===== src/rtl/regfile_wb_arbiter_pkg.sv =====
// Shared types and constants for the register-file writeback arbiter.
package regfile_wb_arbiter_pkg;
  localparam int XLEN       = 64;
  localparam int REG_ADDR_W = 5;
  localparam int NREGS      = 32;

  typedef struct packed {
    logic [REG_ADDR_W-1:0] waddr;
    logic [XLEN-1:0]       wdata;
  } wb_req_t;
endpackage


===== src/rtl/wb_fifo.sv =====
// Synchronous FIFO for long-latency writeback results; exposes per-entry
// valid/address so the owner can build a pending-write vector.
module wb_fifo
  import regfile_wb_arbiter_pkg::*;
#(
  parameter  int DEPTH = 4,
  localparam int PTR_W = $clog2(DEPTH)
) (
  input  logic                                 clk,
  input  logic                                 rst,
  input  logic                                 push,
  input  logic                                 pop,
  input  wb_req_t                              din,
  output wb_req_t                              head,
  output logic [PTR_W:0]                       count,
  output logic                                 full,
  output logic                                 empty,
  output logic [DEPTH-1:0]                     ent_vld,
  output logic [DEPTH-1:0][REG_ADDR_W-1:0]     ent_addr
);
  wb_req_t          mem [DEPTH];
  logic [PTR_W-1:0] rd_ptr, wr_ptr;

  always_ff @(posedge clk) begin
    if (!rst) begin
      rd_ptr <= '0;
      wr_ptr <= '0;
      count  <= '0;
    end else begin
      if (push) wr_ptr <= wr_ptr + 1'b1;
      if (pop)  rd_ptr <= rd_ptr + 1'b1;
      case ({push, pop})
        2'b10:   count <= count + 1'b1;
        2'b01:   count <= count - 1'b1;
        default: count <= count;
      endcase
    end
  end

  always_ff @(posedge clk) begin
    if (push) mem[wr_ptr] <= din;
  end

  assign head  = mem[rd_ptr];
  assign full  = (count == (PTR_W+1)'(DEPTH));
  assign empty = (count == '0);

  // An entry is live when its distance from the read pointer is below count.
  always_comb begin
    for (int i = 0; i < DEPTH; i++) begin
      ent_vld[i]  = ({1'b0, PTR_W'(PTR_W'(i) - rd_ptr)} < count);
      ent_addr[i] = mem[i].waddr;
    end
  end
endmodule


===== src/rtl/regfile_wb_arbiter.sv =====
// Arbitrates the single register-file write port between pipeline writeback (A)
// and a buffered long-latency unit (B), with starvation protection for B.
module regfile_wb_arbiter
  import regfile_wb_arbiter_pkg::*;
#(
  parameter int XLEN     = regfile_wb_arbiter_pkg::XLEN,
  parameter int DEPTH    = 4,
  parameter int MAX_WAIT = 3
) (
  input  logic                  clk,
  input  logic                  rst,
  input  logic                  a_valid,
  input  logic [REG_ADDR_W-1:0] a_waddr,
  input  logic [XLEN-1:0]       a_wdata,
  output logic                  a_ready,
  input  logic                  b_valid,
  input  logic [REG_ADDR_W-1:0] b_waddr,
  input  logic [XLEN-1:0]       b_wdata,
  output logic                  b_ready,
  output logic                  reg_wen,
  output logic [REG_ADDR_W-1:0] reg_waddr_o,
  output logic [XLEN-1:0]       reg_wdata_o,
  output logic [NREGS-1:0]      busy_o
);
  localparam int PTR_W = $clog2(DEPTH);
  localparam int WCW   = $clog2(MAX_WAIT + 1);

  wb_req_t                          b_req, head, sel;
  logic [PTR_W:0]                   count;
  logic                             full, empty, push, pop;
  logic [DEPTH-1:0]                 ent_vld;
  logic [DEPTH-1:0][REG_ADDR_W-1:0] ent_addr;
  logic [WCW-1:0]                   wait_cnt;
  logic                             head_due, grant_a, grant_b;
  logic [NREGS-1:0]                 busy;

  assign b_req = '{waddr: b_waddr, wdata: b_wdata};

  wb_fifo #(.DEPTH(DEPTH)) u_fifo (
    .clk      (clk),
    .rst      (rst),
    .push     (push),
    .pop      (pop),
    .din      (b_req),
    .head     (head),
    .count    (count),
    .full     (full),
    .empty    (empty),
    .ent_vld  (ent_vld),
    .ent_addr (ent_addr)
  );

  // Head wins when A is idle or has bypassed it MAX_WAIT times.
  assign head_due = !empty && (wait_cnt == WCW'(MAX_WAIT) || !a_valid);
  assign grant_b  = rst && head_due;
  assign grant_a  = rst && a_valid && !grant_b;
  assign a_ready  = rst && !grant_b;
  assign b_ready  = rst && !full;
  assign push     = b_valid && b_ready;
  assign pop      = grant_b;
  assign sel      = grant_b ? head : '{waddr: a_waddr, wdata: a_wdata};

  always_ff @(posedge clk) begin
    if (!rst)                         wait_cnt <= '0;
    else if (pop || empty)            wait_cnt <= '0;
    else if (wait_cnt != WCW'(MAX_WAIT)) wait_cnt <= wait_cnt + 1'b1;
  end

  // x0 writes still take the grant (and are consumed) but never raise wen.
  always_ff @(posedge clk) begin
    if (!rst) begin
      reg_wen     <= 1'b0;
      reg_waddr_o <= '0;
      reg_wdata_o <= '0;
    end else if (grant_a || grant_b) begin
      reg_wen     <= (sel.waddr != '0);
      reg_waddr_o <= sel.waddr;
      reg_wdata_o <= sel.wdata;
    end else begin
      reg_wen     <= 1'b0;
    end
  end

  always_comb begin
    busy = '0;
    for (int i = 0; i < DEPTH; i++)
      if (ent_vld[i]) busy[ent_addr[i]] = 1'b1;
    if (reg_wen) busy[reg_waddr_o] = 1'b1;
    busy[0] = 1'b0;
  end

  assign busy_o = rst ? busy : '0;
endmodule


===== config.mk =====
export PLATFORM = sky130hd
export DESIGN_NAME = regfile_wb_arbiter
export DESIGN_NICKNAME = d
export VERILOG_FILES = /design/src/rtl/regfile_wb_arbiter_pkg.sv /design/src/rtl/wb_fifo.sv /design/src/rtl/regfile_wb_arbiter.sv
export SDC_FILE = /design/constraint.sdc
export NUM_CORES = 1
export LEC_CHECK = 0
export ABC_AREA = 1
export BUFFER_PORTS_ARGS = -buffer_cell sky130_fd_sc_hd__clkbuf_2
export CAP_MARGIN = 40
export CORE_MARGIN = 4
export CORE_UTILIZATION = 56
export DETAILED_ROUTE_END_ITERATION = 8
export HOLD_SLACK_MARGIN = 0.1
export PLACE_DENSITY = 0.79
export SETUP_SLACK_MARGIN = 0.1
export SLEW_MARGIN = 20
export SYNTH_ARGS = -nofsm -noshare
export SYNTH_HDL_FRONTEND = slang
export SYNTH_SLANG_ARGS = --single-unit
export TNS_END_PERCENT = 30

===== constraint.sdc =====
create_clock -name clk -period 5.3 [get_ports clk]
set_clock_uncertainty 0.05 [all_clocks]
set_input_delay 1.06 -clock clk [delete_from_list [all_inputs] [get_ports clk]]
set_output_delay 1.06 -clock clk [all_outputs]
set_load 0.01 [all_outputs]

After elaboration in Yosys (flattened, before gate mapping)
Memories as Yosys holds them, arrays and structs flattened. A register that Yosys moved wholly into a read port is not among the register bits. Cells that the tools add are included.

Register bits after elaboration: 79. Memory bits (writable): 276. Input port bits: 142. Output and inout bits: 104. Logic and storage cells: 87. Memories kept: 1.

Add/subtract/negate cells: 9. $lt $le $gt $ge: 14. Eq/ne operators: 5. Multiplexer cells: 22. Bitwise gates (word level): 5. Reduce and logical (&&, ||, !) cells: 24.

Memories: u_fifo.mem (words 4, bits a word 69, read ports 5, clocked after Yosys merged registers in 1, write ports 1, line wb_fifo.sv:21) `wb_req_t mem [DEPTH];`.

Operators with widths (number): $mux 32 (6); $or 32x32->32 (4); $mux 69 (1); $lt 5x6->1 const B (5); $demux 1 s5 (5); $ge 5x1->1 const B (5); $logic_and 1x1->1 (12); $lt 2x3->1 (4); $mux 1 (7); $add 2x1->2 const B (3); $pmux 3 s2 (1); $reduce_bool 5->1 (1); $eq 2x2->1 const B (2); $logic_not 1->1 (4); $mux 2 (2); $sub 1x2->2 const A (2); $sub 2x2->2 const A (2); $add 3x1->3 const B (1); $eq 3x3->1 const B (1); $logic_not 3->1 (1); $logic_or 1x1->1 (3); $sub 3x1->3 const B (1); $eq 2x1->1 const B (1); $ne 2x2->1 const B (1); other kinds (4) (4).

Logic depth before layout (Yosys ltp)
Gate-level depths: netlist of the first run. An unclocked memory read counts as a cell.

Word-level depth: 15. Depth in mapped cells: 14. Mapped depth without buffers: 12.

Hierarchy
Synthesis of the first run repeated with hierarchy kept, for this count alone.

Cells, all modules: 1603. Area total of the unflattened synthesis: 16356.9 µm².

By module, submodules not included: wb_fifo (times used 1, cells an instance 761, area each 10946.7 µm², sequential area each 8468.1 µm²); regfile_wb_arbiter (times used 1, cells an instance 842, area each 5410.2 µm², sequential area each 1441.4 µm²).

Worst setup path before layout of the first run
OpenSTA, ideal clock, no wires.

Kind: input port to flip-flop. Start point: input port rst. End point: memory u_fifo.mem[0][0] in the netlist's numbering, enable pin. Setup time: 0.497 ns. Arrival time: 4.496 ns. Data required time: 4.753 ns. Path slack: 0.257 ns. Stages: 4. Path buffers: 0. Cell sequence: inv_2 a21oi_1 nand2_1 nor2_1.

Word-level cells in the longest chain between the ends: 4.

RTL lines: start, declared (line regfile_wb_arbiter.sv:11) `input logic rst,`; $logic_and 1x1->1 (line regfile_wb_arbiter.sv:58) `assign b_ready = rst && !full;`; named net b_ready (line regfile_wb_arbiter.sv:19) `output logic b_ready,`; $logic_and 1x1->1 (line regfile_wb_arbiter.sv:59) `assign push = b_valid && b_ready;`; $mux 1 (line wb_fifo.sv:41) `if (push) mem[wr_ptr] <= din;`; $mux 1 (not written as such) (line wb_fifo.sv:41); end, declared (line wb_fifo.sv:21).

The timed path passes the listed nets, and every way through them passes these cells.

Worst setup path after layout of the first run
Start point: register u_fifo.rd_ptr[1]. End point: output port busy_o[16].

Word-level cells in the longest chain between the ends: 12. Elaborated cells between the ends (all ways): 18. Classes of those cells: add/sub (4); order compare (4); mux (6); bitwise (4).

RTL lines: start, declared (line wb_fifo.sv:22) `logic [PTR_W-1:0] rd_ptr, wr_ptr;`; start signal, assigned (line wb_fifo.sv:31) `if (pop) rd_ptr <= rd_ptr + 1'b1;`; $sub 1x2->2 (line wb_fifo.sv:51) `ent_vld[i] = ({1'b0, PTR_W'(PTR_W'(i) - rd_ptr)} < count);`; $lt 2x3->1 (line wb_fifo.sv:51); $mux 32 (line regfile_wb_arbiter.sv:87) `if (ent_vld[i]) busy[ent_addr[i]] = 1'b1;`; $or 32x32->32 (no line); $mux 32 (line regfile_wb_arbiter.sv:87); $or 32x32->32 (no line); $mux 32 (line regfile_wb_arbiter.sv:87); $or 32x32->32 (no line); $mux 32 (*) (line regfile_wb_arbiter.sv:87); $or 32x32->32 (no line); $mux 32 (*) (line regfile_wb_arbiter.sv:88) `if (reg_wen) busy[reg_waddr_o] = 1'b1;`; $mux 32 (*) (line regfile_wb_arbiter.sv:92) `assign busy_o = rst ? busy : '0;`; end, declared (line regfile_wb_arbiter.sv:23) `output logic [NREGS-1:0] busy_o`.

Mark *: on every way between the ends. The rest lies on a longest branch, timed or not.

==> key figures, run 1 <==
Global route
  – Via count of the first global-routing pass: 11933
  – Pin count of the biggest net entering global routing: 132
  – Number of antenna violations at the first check in global routing: 3
  – GR Overflow Total: 0
  – Global-route wire length before repair: 62200 µm
  – Overall Global Routing Usage: 24.9%

Die
  – Number of core rows: 61
  – Initial standard-cell utilization of the core: 57.1%
  – Die footprint: 0.0312 mm²
  – Ports placed on the boundary: 246
  – Die height: 177 µm
  – Total core area: 0.0279 mm²
  – Die width: 177 µm

Critical path
  – Worst setup path startpoint: u_fifo.rd_ptr[1]
  – Worst-path cell chain: xor2_1 -> inv_1 -> ha_1 -> nand3_2 -> nand2_2 -> nor2_2 -> nand2_1 -> nand3_1 -> nor2_1 -> nor2_1 -> clkbuf_2
  – Type of the worst setup path: flop to output pin
  – Critical register-to-register path endpoint: reg_wen
  – Largest fanout of any net on the critical path: 16
  – Cell depth of the worst flop-to-flop path: 8
  – Worst Path Required: 4.19 ns
  – Critical path arrival: 2.69 ns
  – Cell type with the highest occurrence count on the critical path: nor2_1
  – Endpoint class of the critical path: output pin
  – Library cell contributing the largest single delay on the critical path: nor2_2
  – Reg2Reg Setup Slack: 2.70 ns
  – Delay of the slowest cell on the worst path: 0.37 ns
  – Startpoint class of the critical path: flop

Placed design
  – Buffers added on ports: 244
  – Gpl congestion: 0.974
  – Worst slack after detailed placement: 1.53 ns
  – Placed Cells incl. Taps: 2185
  – Placed wire-length estimate after detailed placement: 26000 µm
  – Placed inst area: 0.0175 mm²

Min path
  – Cell depth of the worst min-delay path: 2
  – Startpoint of the tightest hold check path: reg_wdata_o[47]
  – Class of the worst hold path: flop to flop
  – Worst Hold Endpoint: reg_wdata_o[47]

Pwr
  – Maximum ir drop on the vdd rail: 0.294 mV
  – Static leakage: 7.28 nW
  – Power per unit of standard cell area: 353 mW/mm²

Clock network
  – TritonCTS clock tree: built
  – Hold bufs inserted after CTS: 0
  – Source-to-sink clock delay at the later pin of the worst-skew pair: 0.52 ns
  – Register clock-pin slew on the reported worst setup and hold paths: 0.06 ns
  – Post CTS Setup Buffer Count: 0
  – TritonCTS Buffers: 36
  – Largest buffer count on any clock path: 3
  – Total clock sinks: 357
  – H-tree lvl count: 2
  – Root buffer cell: clkbuf_16
  – Post-cts resize count: 0

Logic synthesis
  – Post-synthesis net count: 1781
  – Ys flop type: edfxtp_1
  – Mean post-synth cell area: 9.79 µm²
  – Yosys warns: 0
  – Post-synth EDFFs: 276
  – Yosys top cell area share: 52.0%
  – Sequential fraction of the synthesis area: 62.2%
  – Top area cells in the synthesized netlist: edfxtp_1, dfxtp_1, nor2_1
  – Async S/R FF share, synth: 0%
  – Post-synthesis instance area: 0.0159 mm²
  – Post-synthesis sequential element count: 357
  – Gate count of the mapped netlist: 1628
  – Cell type with the largest total area after synthesis: edfxtp_1
  – Number of distinct library cell variants in the gate-level netlist after synthesis: 36

Timing
  – RSZ-0062 raised after global routing: no
  – Worst slew slack as a fraction of its limit: 47.1%
  – Final worst slack: 1.50 ns
  – Worst Tran Pin Value: 0.793 ns
  – FMAX: 263 MHz
  – Final count of negative-setup-slack endpoints: 0
  – Setup total negative slack: 0 ns
  – Number of endpoints with negative hold slack in the final report: 0
  – Minimum clock period after layout: 3.80 ns
  – Final clock period utilization by the worst path: 71.7%
  – Max-slew violation count: 0
  – Hold slack final: 0.403 ns

Layout
  – Final non-filler cell area: 0.0187 mm²
  – Nets: 1999
  – Non-filler instance count after layout: 2254
  – Proportion of layout cells with a drive suffix above 1: 18.7%
  – Area growth from synthesis to layout: 17.5%

Detailed routing
  – Post-detailed-routing wire length: 39600 µm
  – Mean routed wirelength per cell: 17.6 µm
  – Via count of the routed design: 12362
  – Met2 wire length: 19000 µm
  – # DRC: 0
  – DRC marker count from the first detailed-route iteration: 1224
  – Pre-Repair DR Iteration Count: 6
  – Vias per inst: 5.48
  – Highest metal layer with signal wires: met5
  – Routed metal-1 wire length: 16000 µm
  – Wire length on met3: 3240 µm
  – Antenna viol nets, final: 0

Status
  – Run status: finished clean

Run
  – Max_cap viols: 0
[through the flow]
stage	total power [mW]	util, %
3_3_place_gp	4.02	62.2
2_1_floorplan	3.77	-
4_1_cts	6.64	67.0
3_5_place_dp	4.05	62.5
5_1_grt	6.87	67.1
6_report	6.61	67.1
[registers in the layout (all words and copies together) (netlist names), named ones only]
name / flops
reg_waddr_o: 5
reg_wdata_o: 64
reg_wen: 1
u_fifo.count: 3
u_fifo.mem: 276
u_fifo.rd_ptr: 2
u_fifo.wr_ptr: 2
wait_cnt: 2
[worst max path at each step]
stage,end,slack (ns)
6_report,busy_o[16],1.50
4_1_cts,busy_o[16],1.55
2_1_floorplan,u_fifo.mem[0][0],0.26
3_5_place_dp,u_fifo.mem[0][49],1.53
5_1_grt,busy_o[16],1.31
3_3_place_gp,u_fifo.mem[0][49],1.57
[per-layer routing]
layer,vias up,GRT usage [%]
li1,5981,-
met1,5725,32.7
met2,560,41.8
met3,92,4.83
met4,4,8.93
met5,-,0
[worst max-delay path, delay by kind of cell, from the launching register on]
kind,cells,cell delay (ns)
DFF,1,0.36
adders and majority gates,1,0.29
xor gates and xnor gates,1,0.22
and+or+nand+nor,7,1.06
buffers and inverters,2,0.24
[kinds of logic (layout without fill, tap and decap cells)]
kind of cell	Yosys count	in the layout	synth area share, %
xor gates and xnor gates	2	2	0.110
and+or+nand+nor	712	712	19.6
DFF	357	357	62.2
buffers and inverters	230	476	6.25
adders and majority gates	11	11	0.910
AOI/OAI and AO/OA	315	315	11.0
other	1	3	0.0235
[cell type report]
| type | instances | area [µm²] |
|---|---|---|
| clock buffer | 52 | 1030 |
| multi-input combinational | 1041 | 5070 |
| sequential | 357 | 9920 |
| tap | 378 | 473 |
| clock inverter | 14 | 206 |
| fill | 2096 | 9200 |
| inverter | 151 | 569 |
| timing repair buffer | 259 | 1460 |
| antenna | 2 | 5.00 |
[synth_stat cells (5+ instances only)]
cell type and number:
inv_1 145, o211ai_1 66, nor2_1 314, nor2_4 7
o21ai_0 131, edfxtp_1 276, nor2_2 5, ha_1 10
nor3_1 20, clkbuf_1 34, o21ai_1 89, buf_2 20
nand2_2 5, nand3_1 130, buf_4 15, dfxtp_1 81
a21oi_1 24, inv_2 6, buf_6 7, or2_1 38
nand2_1 177
[power by group]
part | internal (mW) | switching (mW)
Clock | 1.57 | 1.04
Combinational | 0.261 | 0.520
Sequential | 3.14 | 0.0816
Total | 4.97 | 1.64
[placed cells by master, fill, tap and decap left out, types with 3 or more instances in the layout]
| cell type | count |
|---|---|
| a21oi_1 | 24 |
| buf_12 | 5 |
| buf_16 | 3 |
| buf_4 | 7 |
| bufinv_16 | 4 |
| clkbuf_1 | 11 |
| clkbuf_16 | 38 |
| clkbuf_2 | 244 |
| clkbuf_8 | 3 |
| clkinv_2 | 5 |
| dfxtp_1 | 79 |
| edfxtp_1 | 276 |
| ha_1 | 10 |
| inv_1 | 145 |
| inv_2 | 5 |
| nand2_1 | 177 |
| nand2_2 | 5 |
| nand3_1 | 130 |
| nand3_2 | 3 |
| nor2_1 | 310 |
| nor2_2 | 5 |
| nor2_4 | 11 |
| nor3_1 | 20 |
| o211ai_1 | 66 |
| o21ai_0 | 131 |
| o21ai_1 | 89 |
| o22ai_1 | 4 |
| or2_0 | 3 |
| or2_1 | 38 |
Note: power is estimated with default switching activity, not from simulation.
==> run 2, diff against run 1 <==
==> constraint.sdc (replaced) <==
create_clock -name clk -period 3.5 [get_ports clk]
set_clock_uncertainty 0.05 [all_clocks]
set_input_delay 0.7 -clock clk [delete_from_list [all_inputs] [get_ports clk]]
set_output_delay 0.7 -clock clk [all_outputs]
set_load 0.01 [all_outputs]
==> key figures, run 2 (same netlist as run 1, synthesis figures left out) <==
Die
  – Die width: 177 µm (unchanged)
  – Initial standard-cell utilization of the core: 57.1% (unchanged)
  – Number of core rows: 61 (unchanged)
  – Total core area: 0.0279 mm² (unchanged)
  – Die height: 177 µm (unchanged)
  – Die footprint: 0.0312 mm² (unchanged)
  – Ports placed on the boundary: 246 (unchanged)

Clock network
  – Root buffer cell: clkbuf_16
  – Source-to-sink clock delay at the later pin of the worst-skew pair: 0.53 ns (about the same)
  – TritonCTS Buffers: 37 (+2.8%)
  – Register clock-pin slew on the reported worst setup and hold paths: 0.06 ns (about the same)
  – TritonCTS clock tree: built
  – Total clock sinks: 357 (unchanged)
  – H-tree lvl count: 2 (unchanged)
  – Largest buffer count on any clock path: 3 (unchanged)
  – Hold bufs inserted after CTS: 0 (unchanged)

Detailed routing
  – DRC marker count from the first detailed-route iteration: 1070 (-13%)
  – Vias per inst: 5.50 (+0.28%)
  – Antenna viol nets, final: 0 (unchanged)
  – Pre-Repair DR Iteration Count: 6 (unchanged)
  – Post-detailed-routing wire length: 40800 µm (+3.1%)
  – Via count of the routed design: 12435 (+0.59%)
  – Mean routed wirelength per cell: 18.1 µm (+2.8%)
  – # DRC: 0 (unchanged)

Critical path
  – Number of stages on the worst setup path: 11 (unchanged)
  – Critical path arrival: 2.48 ns (-0.21 ns)
  – Cell family with the largest share of critical-path delay: simple AND/OR/NAND/NOR gates
  – Launching point of the worst reg2reg path: u_fifo.count[0]
  – Endpoint of the most critical setup path: busy_o[25]
  – Delay of the slowest cell on the worst path: 0.39 ns (+0.02 ns)
  – Buffers and inverters on the worst path: 3 (+1)
  – Cell depth of the worst flop-to-flop path: 10 (+2)
  – Startpoint class of the critical path: flop
  – Worst-path cell chain: inv_1 -> ha_1 -> nor2_1 -> nand2_1 -> nand3b_1 -> inv_1 -> nand2_1 -> nand2_1 -> nor2_1 -> a21oi_1 -> clkbuf_2
  – Worst Path Required: 2.75 ns (-1.44 ns)
  – Cell type with the highest occurrence count on the critical path: nand2_1
  – Critical register-to-register path endpoint: u_fifo.count[2]
  – Largest fanout of any net on the critical path: 7 (-9)
  – Library cell contributing the largest single delay on the critical path: dfxtp_1
  – Worst setup path startpoint: u_fifo.count[1]
  – Reg2Reg Setup Slack: 1.03 ns (-1.67 ns)
  – Endpoint class of the critical path: output pin
  – Type of the worst setup path: flop to output pin

Timing
  – Worst slew slack as a fraction of its limit: 42.5% (-4.7 points)
  – RSZ-0062 raised after global routing: yes
  – Minimum clock period after layout: 3.23 ns
  – FMAX: 309 MHz
  – Worst Tran Pin Value: 0.856 ns (+0.0632 ns)
  – Max-slew violation count: 0 (unchanged)
  – Final count of negative-setup-slack endpoints: 0 (unchanged)
  – Final clock period utilization by the worst path: 92.4%
  – Setup total negative slack: 0 ns (unchanged)
  – Number of endpoints with negative hold slack in the final report: 0 (unchanged)

Placed design
  – Buffers added on ports: 244 (unchanged)
  – Placed wire-length estimate after detailed placement: 26900 µm (+3.2%)
  – Gpl congestion: 0.988 (+1.5%)

Run
  – Max_cap viols: 0 (unchanged)

Layout
  – Flip-flop count of the largest register, all copies and words added: 276 (unchanged)
  – Filler Cell Count: 2162 (+3.1%)
  – Most common library cell in the layout ignoring fill and taps: nor2_1
  – Area growth from synthesis to layout: 17.6% (about the same)
  – Proportion of layout cells with a drive suffix above 1: 19.3% (+0.56 points)
  – Most used cells in the layout excluding fill and tap cells: nor2_1, edfxtp_1, clkbuf_2
  – Largest Register: u_fifo.mem
  – Nets: 2006 (+0.35%)
  – Registers with the most flip-flops: u_fifo.mem x276, reg_wdata_o x64, reg_waddr_o x5

Global route
  – Overall Global Routing Usage: 25.6% (+0.66 points)
  – Pin count of the biggest net entering global routing: 132 (unchanged)
  – Via count of the first global-routing pass: 11940 (+0.059%)
  – GR Overflow Total: 0 (unchanged)
  – Global-route wire length before repair: 63500 µm (+2.1%)
  – Number of antenna violations at the first check in global routing: 4 (+1)

Pwr
  – Static leakage: 7.31 nW (+0.47%)
  – Power per unit of standard cell area: 533 mW/mm² (+51%)
  – Final Total Pwr: 10.0 mW (+51%)
  – Maximum ir drop on the vdd rail: 0.469 mV (+60%)

Status
  – Run status: finished clean

Min path
  – Class of the worst hold path: primary input to flop
==> run 2: changes by cell type in the layout (fill, tap and decap cells not counted), moves of 2 or more <==
| cell | change |
|---|---|
| nor2_2 | -2 |
| clkinv_2 | +4 |
| buf_16 | -2 |
| clkinv_1 | +3 |
| clkbuf_1 | -7 |
| nor2_4 | +2 |
| buf_4 | +9 |
==> run 2: worst reg2reg max path: stages, from the launching register on <==
cell and delay [ns]:
dfxtp_1 0.36, nor2_4 0.18, a21oi_1 0.11, nand2_1 0.44
ha_1 0.24, inv_1 0.07, fa_1 0.39, a21oi_1 0.17
o21ai_0 0.13, o21ai_0 0.16, a21oi_1 0.05
==> run 2: metrics by stage <==
step	cells	hold slack, ns	setup WS, ns	cell area [µm²]	utilization [%]
final	2261	0.328	0.265	18700	67.1
after global routing	2261	0.315	0.0633	18700	67.1
after CTS	2258	0.302	0.160	18700	67.0
after detailed placement	2190	0.394	0.745	17500	62.5
after global placement	2189	0.392	0.748	17400	62.4
after floorplan	1628	0.387	-0.0691	16000	-
==> run 2: final cells by class <==
type / count / area [µm²] / area share [%]
clock inverter: 22 / 215 / 1.15
antenna: 1 / 2.50 / 0.0133
sequential: 357 / 9920 / 52.9
tap: 378 / 473 / 2.52
multi-input combinational: 1041 / 5100 / 27.2
timing repair buffer: 265 / 1450 / 7.73
inverter: 151 / 569 / 3.04
clock buffer: 46 / 1020 / 5.45
==> run 2: worst min path at each step <==
stage | start | end | slack (ns) | cells after the start
floorplan | wait_cnt[1] | wait_cnt[1] | 0.39 | 2
global placement | reg_wdata_o[14] | reg_wdata_o[14] | 0.39 | 2
detailed placement | reg_wdata_o[19] | reg_wdata_o[19] | 0.39 | 2
CTS | b_wdata[44] | u_fifo.mem[2][44] | 0.30 | 1
global route | b_wdata[46] | u_fifo.mem[0][46] | 0.32 | 1
finish | b_wdata[44] | u_fifo.mem[3][44] | 0.33 | 1
==> run 2: routing by layer <==
layer  vias to the layer above  track usage [%]  routed length [µm]
met5                         -                0                  30
met4                         6             7.19                 973
met3                        85             5.94                3200
met2                       504             44.2               20200
met1                      5819             32.6               16400
li1                       6021                -                   -
==> run 2: what timing repair did <==
item	4_1_cts	5_1_grt
endpoints found under the setup margin	0	20
gates resized for setup	0	4
buffers inserted	0	2
==> run 2: power by group <==
| part | leakage, nW | internal, mW | switching, mW | total (mW) |
|---|---|---|---|---|
| sequential | 3.18 | 4.76 | 0.117 | 4.87 |
| clock | 0.613 | 2.32 | 1.60 | 3.92 |
| combinational | 3.52 | 0.400 | 0.810 | 1.21 |
| total | 7.31 | 7.47 | 2.53 | 10.0 |
